--- src/rtl/nco_channel_scheduler.sv ---
// Round-robin scheduler sharing one quadrature sine lookup among NCH NCO channels; optional phase dither via NCO_DITHER_EN.
// Latency: a phase issued in cycle t returns as a tagged sample (o_valid/o_ch/o_i/o_q) in cycle t+LUT_LAT+1.
// Backpressure: none on the sample path; config writes are held off (o_cfg_ready=0) while the lookup pipe flushes.
module nco_channel_scheduler #(
    parameter int NCH     = 4,
    parameter int PW      = 12,
    parameter int AW      = 32,
    parameter int OW      = 16,
    parameter int LUT_LAT = 5,
    parameter int CW      = $clog2(NCH)
) (
    input  logic                 i_clk,
    input  logic                 i_reset_n,
    input  logic                 i_en,
    input  logic                 i_sync,
    input  logic                 i_cfg_valid,
    output logic                 o_cfg_ready,
    input  logic [CW-1:0]        i_cfg_ch,
    input  logic [AW-1:0]        i_cfg_fcw,
    input  logic [PW-1:0]        i_cfg_phoff,
    output logic                 o_lut_ce,
    output logic [PW-1:0]        o_lut_phase,
    input  logic signed [OW:0]   i_lut_i,
    input  logic signed [OW:0]   i_lut_q,
    output logic                 o_valid,
    output logic [CW-1:0]        o_ch,
    output logic signed [OW:0]   o_i,
    output logic signed [OW:0]   o_q
);

    localparam int FW = $clog2(LUT_LAT + 1);

    typedef enum logic [1:0] {
        ST_IDLE  = 2'd0,
        ST_RUN   = 2'd1,
        ST_FLUSH = 2'd2
    } state_e;

    state_e                      state_q, state_d;
    logic [FW-1:0]               flush_cnt_q, flush_cnt_d;
    logic [CW-1:0]               slot_q, slot_d;
    logic [AW-1:0]               acc_q [NCH];
    logic [AW-1:0]               acc_d [NCH];
    logic [AW-1:0]               fcw_q [NCH];
    logic [AW-1:0]               fcw_d [NCH];
    logic [PW-1:0]               phoff_q [NCH];
    logic [PW-1:0]               phoff_d [NCH];
    logic                        cfg_ready_q, cfg_ready_d;
    logic [LUT_LAT-1:0]          tag_vld_q, tag_vld_d;
    logic [LUT_LAT-1:0][CW-1:0]  tag_ch_q, tag_ch_d;
    logic                        out_vld_q, out_vld_d;
    logic [CW-1:0]               out_ch_q, out_ch_d;
    logic signed [OW:0]          out_i_q, out_i_d;
    logic signed [OW:0]          out_q_q, out_q_d;

    logic                        run;
    logic                        lut_ce;
    logic                        cfg_accept;
    logic [PW-1:0]               phase_top;

    assign run        = (state_q == ST_RUN);
    assign lut_ce     = (state_q != ST_IDLE);
    assign cfg_accept = i_cfg_valid & cfg_ready_q;

    // ------------------------------------------------------------------
    // Run/flush control
    // ------------------------------------------------------------------
    always_comb begin
        state_d     = state_q;
        flush_cnt_d = flush_cnt_q;
        unique case (state_q)
            ST_IDLE: begin
                if (i_en) state_d = ST_RUN;
            end
            ST_RUN: begin
                if (!i_en) begin
                    state_d     = ST_FLUSH;
                    flush_cnt_d = '0;
                end
            end
            ST_FLUSH: begin
                if (i_en) begin
                    state_d = ST_RUN;
                end else if (flush_cnt_q == FW'(LUT_LAT - 1)) begin
                    state_d = ST_IDLE;
                end else begin
                    flush_cnt_d = flush_cnt_q + 1'b1;
                end
            end
            default: state_d = ST_IDLE;
        endcase
    end

    // Ready reflects the previous cycle's state, so it trails FLUSH entry/exit by one cycle.
    assign cfg_ready_d = (state_q != ST_FLUSH);

    always_comb begin
        slot_d = slot_q;
        if (run) begin
            slot_d = (slot_q == CW'(NCH - 1)) ? '0 : slot_q + 1'b1;
        end
    end

    // ------------------------------------------------------------------
    // Phase generation (issued phase always comes from the pre-add accumulator)
    // ------------------------------------------------------------------
`ifdef NCO_DITHER_EN
    logic [15:0] lfsr_q, lfsr_d;
    logic [AW-1:0] dith_sum;

    assign lfsr_d   = run ? {lfsr_q[14:0], lfsr_q[15] ^ lfsr_q[13] ^ lfsr_q[12] ^ lfsr_q[10]}
                          : lfsr_q;
    assign dith_sum = acc_q[slot_q] + (AW'(lfsr_q) << (AW - PW - 16));
    assign phase_top = dith_sum[AW-1 -: PW];

    always_ff @(posedge i_clk or negedge i_reset_n) begin
        if (!i_reset_n) begin
            lfsr_q <= 16'hACE1;
        end else begin
            lfsr_q <= lfsr_d;
        end
    end
`else
    assign phase_top = acc_q[slot_q][AW-1 -: PW];
`endif

    assign o_lut_phase = run ? (phase_top + phoff_q[slot_q]) : '0;

    // ------------------------------------------------------------------
    // Per-channel state: accumulate, sync, configuration
    // ------------------------------------------------------------------
    always_comb begin
        for (int c = 0; c < NCH; c++) begin
            acc_d[c]   = acc_q[c];
            fcw_d[c]   = fcw_q[c];
            phoff_d[c] = phoff_q[c];
            if (i_sync) begin
                acc_d[c] = '0;
            end else if (run && (slot_q == CW'(c))) begin
                acc_d[c] = acc_q[c] + fcw_q[c];
            end
            // A target index with no matching channel simply falls through and is dropped.
            if (cfg_accept && (i_cfg_ch == CW'(c))) begin
                fcw_d[c]   = i_cfg_fcw;
                phoff_d[c] = i_cfg_phoff;
            end
        end
    end

    // ------------------------------------------------------------------
    // Tag pipe and output register, both advancing only with the lookup enable
    // ------------------------------------------------------------------
    always_comb begin
        tag_vld_d = tag_vld_q;
        tag_ch_d  = tag_ch_q;
        out_vld_d = 1'b0;
        out_ch_d  = out_ch_q;
        out_i_d   = out_i_q;
        out_q_d   = out_q_q;
        if (lut_ce) begin
            for (int k = LUT_LAT - 1; k > 0; k--) begin
                tag_vld_d[k] = tag_vld_q[k-1];
                tag_ch_d[k]  = tag_ch_q[k-1];
            end
            tag_vld_d[0] = run;
            tag_ch_d[0]  = slot_q;
            out_vld_d    = tag_vld_q[LUT_LAT-1];
            out_ch_d     = tag_ch_q[LUT_LAT-1];
            out_i_d      = i_lut_i;
            out_q_d      = i_lut_q;
        end
    end

    always_ff @(posedge i_clk or negedge i_reset_n) begin
        if (!i_reset_n) begin
            state_q     <= ST_IDLE;
            flush_cnt_q <= '0;
            slot_q      <= '0;
            cfg_ready_q <= 1'b0;
            tag_vld_q   <= '0;
            tag_ch_q    <= '0;
            out_vld_q   <= 1'b0;
            out_ch_q    <= '0;
            out_i_q     <= '0;
            out_q_q     <= '0;
            for (int c = 0; c < NCH; c++) begin
                acc_q[c]   <= '0;
                fcw_q[c]   <= '0;
                phoff_q[c] <= '0;
            end
        end else begin
            state_q     <= state_d;
            flush_cnt_q <= flush_cnt_d;
            slot_q      <= slot_d;
            cfg_ready_q <= cfg_ready_d;
            tag_vld_q   <= tag_vld_d;
            tag_ch_q    <= tag_ch_d;
            out_vld_q   <= out_vld_d;
            out_ch_q    <= out_ch_d;
            out_i_q     <= out_i_d;
            out_q_q     <= out_q_d;
            for (int c = 0; c < NCH; c++) begin
                acc_q[c]   <= acc_d[c];
                fcw_q[c]   <= fcw_d[c];
                phoff_q[c] <= phoff_d[c];
            end
        end
    end

    assign o_cfg_ready = cfg_ready_q;
    assign o_lut_ce    = lut_ce;
    assign o_valid     = out_vld_q;
    assign o_ch        = out_ch_q;
    assign o_i         = out_i_q;
    assign o_q         = out_q_q;

endmodule

--- config.mk ---
export PLATFORM = sky130hd
export DESIGN_NAME = nco_channel_scheduler
export DESIGN_NICKNAME = d
export VERILOG_FILES = /design/src/rtl/nco_channel_scheduler.sv
export SDC_FILE = /design/constraint.sdc
export NUM_CORES = 1
export LEC_CHECK = 0
export ABC_AREA = 1
export BUFFER_PORTS_ARGS = -buffer_cell sky130_fd_sc_hd__buf_2
export CAP_MARGIN = 25
export CORE_MARGIN = 1.5
export CORE_UTILIZATION = 64
export CTS_BUF_LIST = sky130_fd_sc_hd__clkbuf_8
export DETAILED_ROUTE_END_ITERATION = 10
export HOLD_SLACK_MARGIN = 0.15
export PLACE_DENSITY = 0.83
export RECOVER_POWER = 50
export SLEW_MARGIN = 40
export SYNTH_ARGS = -nofsm -noshare
export SYNTH_HDL_FRONTEND = slang
export SYNTH_SLANG_ARGS = --single-unit
export TNS_END_PERCENT = 20
--- constraint.sdc ---
create_clock -name i_clk -period 2.9 [get_ports i_clk]
set_input_delay 0.435 -clock i_clk [delete_from_list [all_inputs] [get_ports i_clk]]
set_output_delay 0.435 -clock i_clk [all_outputs]
set_load 0.02 [all_outputs]
==> qor.csv <==
metric,value,unit
status,"complete, but fails checks",
violated checks,"capacitance limit, slew limit, setup timing",
startpoint type of the worst setup path,register,
layout cells sized above 1,0.0975,
largest net degree at the start of global routing,89,
#FFs+latches synth,364,
fin crit share,1.20,
maximum fanout along the worst path,7,
Tmin final,3.49,ns
crit path DAT,3.05,ns
Reg2Reg Depth,5,
Vias,24400,
Synth Area in Simple Gates,0.322,
vias in the first global route,23600,
yosys warns,0,
cell taking the most area after synthesis,dfrtp_1,
DR vias/cell,5.60,
mux cell area share after synthesis,0,
Syn Nets,3845,
Boundary Pins,136,
Post-Synth XOR/XNOR Area,0.00437,
GRT Util Overall,0.403,
"antenna viol nets, final",0,
core area,36800,µm²
Peak supply drop,0.642,mV
final worst slack,-0.588,ns
count of final hold-check violations,0,
# fillers,2959,
I/O Buffers,135,
synth cell count leaders,"1411 x nand2_1, 540 x inv_1, 364 x dfrtp_1, 284 x nor2_1, 218 x o21ai_0",
Area Growth Syn to Fin,13.7,%
Post-DP HPWL,58100,µm
M1 WL,30300,µm
"Clk pin slew, worst setup/hold paths",0.08,ns
CTS tree,built,
grt total ovfl,0,
worst skew pair latency,0.68,ns
r2r setup slk,0.40,ns
leakage,0.0160,µW
CTS max path bufs,3,
Pwr Total,20000,µW
pwr dens,732,nW/µm²
Critical Path End Type,primary output,
GP Congestion,1.02,
top-count cell post-synth,nand2_1,
Max-cap violations,2,
most area-consuming cells after synthesis,"dfrtp_1 38%, nand2_1 22%, inv_1 8.4%, ha_1 7.3%, o21ai_0 4.5%",
die height,197,µm
met2 WL post-DR,35100,µm
Hold Path Class,in -> reg,
Die X,197,µm
Max-slew headroom,-0.637,
drt drc,0,
uppermost layer routed,met5,
Yosys cell types,35,
Max Slew Vio Count,178,
worst r2r dst,fcw_q[26]$_DFFE_PN0P_,
row count,70,
Most used DFF post-synth,dfrtp_1,
Setup Viol. Count Final,11,
WL/cell,17.8,µm
largest family of logic cells by synthesized area,simple AND/OR/NAND/NOR gates,
Initial Utilization,0.654,
register area,9110,µm²
Slew @ Worst Pin,2.46,ns
Synth Area per Inst,6.66,µm²
Hold Startpoint,i_sync,
Synth async-reset ratio,1.00,
Root Driver,clkbuf_8,
critical path data required time,2.47,ns
kind of critical path,reg -> out,
area occupied by multi-input gates,12500,µm²
Pre-antenna DRT Iters,6,
Nets,4066,
Final Skew,0.0405,ns
adder-cell share of the synthesized area,0.0775,
worst hold endpoint,acc_q[69]$_DFFE_PN0P_,
initial antenna violation count,3,
Setup WS pre-CTS,-0.0753,ns
final wirelength,77500,µm
initial DRC count,2208,
"Seq/Total Area, Yosys",0.379,
first-pass GRT wire length,121000,µm
Num CTS Buffers,59,
Yosys top cell area share,0.379,
cell area after synthesis,24100,µm²
Die ar.,38800,µm²
CTS sink cnt,364,
routed wl met3,6890,µm
number of enable flip-flop cells after synthesis,0,
Worst Hold Depth,3,
H-tree levels,2,
fmax,287,MHz
RR Startpoint,o_cfg_ready$_DFF_PN0_,
Syn Inst Count,3614,
post-synthesis compound-gate area fraction,0.112,
RSZ-0062 raised after global routing,yes,
[stage by stage]
step / instances / util / TNS (ns) / hold WS (ns) / area, µm²
3_5_place_dp: 4185 / 0.692 / -0.177 / 0.459 / 25400
4_1_cts: 4341 / 0.742 / -5.66 / 0.152 / 27300
5_1_grt: 4346 / 0.743 / -7.80 / 0.177 / 27300
6_report: 4350 / 0.744 / -5.30 / 0.197 / 27400
3_3_place_gp: 4185 / 0.692 / -0.0807 / 0.453 / 25400
2_1_floorplan: 3614 / - / 0 / 0.139 / 24100
[sequential cells by signal, summed over array words and instances, names as in the netlist]
name / flops
o_ch: 2
flush_cnt_q: 3
slot_q: 2
o_i: 17
phoff_q: 48
tag_ch_q: 10
state_q: 2
tag_vld_q: 5
o_valid: 1
o_q: 17
fcw_q: 128
acc_q: 128
o_cfg_ready: 1
[final cells by class]
cell class,instances,area share
diodes,4,0.000366
clock buffers,72,0.0362
clock inverters,32,0.00837
inverters,553,0.0760
multi-input cells,2610,0.458
flip-flops and latches,364,0.333
well taps,468,0.0214
repair buffers,247,0.0661
[placed cells by master (no fill, tap or decap), drive strengths merged, types with 6 or more instances in the layout]
| cell | instances |
|---|---|
| a21oi | 180 |
| a32o | 8 |
| buf | 186 |
| clkbuf | 82 |
| clkinv | 12 |
| dfrtp | 364 |
| dlygate4sd3 | 51 |
| ha | 141 |
| inv | 569 |
| nand2 | 1429 |
| nand3 | 173 |
| nand3b | 8 |
| nand4 | 13 |
| nor2 | 293 |
| nor3 | 17 |
| o21ai | 265 |
| o21bai | 13 |
| o22ai | 28 |
| or2 | 8 |
| xnor2 | 6 |
| xor2 | 6 |
[critical path, stage by stage (launching register included)]
cell	delay, ns
dfrtp_2	0.45
inv_4	0.11
clkbuf_16	0.16
nor2_1	0.04
o22ai_1	0.19
ha_1	0.29
a21oi_1	0.24
o21ai_2	0.08
a21oi_2	0.14
buf_4	0.14
xor2_2	0.16
nor2_1	0.07
buf_4	0.14
buf_2	0.15
[logic make-up after synthesis]
group	after synthesis
AND/OR/NAND/NOR	1942
buffers and inverters	640
AO/OA/AOI/OAI	510
flip-flops	364
adder cells (fa/ha/maj)	146
XOR/XNOR	12
[report_power, final]
group | switching, µW | internal, µW
Sequential | 700 | 5940
Combinational | 5430 | 3250
Clock | 2190 | 2510
Total | 8310 | 11700
[per-layer routing]
| layer | vias to the layer above | global-route usage |
|---|---|---|
| li1 | 11700 | - |
| met1 | 11300 | 0.492 |
| met2 | 1123 | 0.661 |
| met3 | 277 | 0.0736 |
| met4 | 2 | 0.253 |
| met5 | - | 0 |
[worst max path at each step]
stage / end / startpoint
CTS: o_lut_phase[6] / slot_q[0]$_DFFE_PN0P_
finish: o_lut_phase[6] / slot_q[0]$_DFFE_PN0P_
floorplan: o_lut_phase[7] / slot_q[0]$_DFFE_PN0P_
global route: o_lut_phase[11] / slot_q[0]$_DFFE_PN0P_
global placement: o_lut_phase[6] / slot_q[0]$_DFFE_PN0P_
detailed placement: o_lut_phase[5] / slot_q[1]$_DFFE_PN0P_
[repair_timing]
action,in CTS,in global routing
cloned,0,2
hold buffers,51,0
gates resized for setup,35,35
setup endpoints to repair,11,12
hold endpoints to repair,165,0
pin swaps,7,11
setup buffers,1,3
Note: power is estimated with default switching activity, not from simulation.
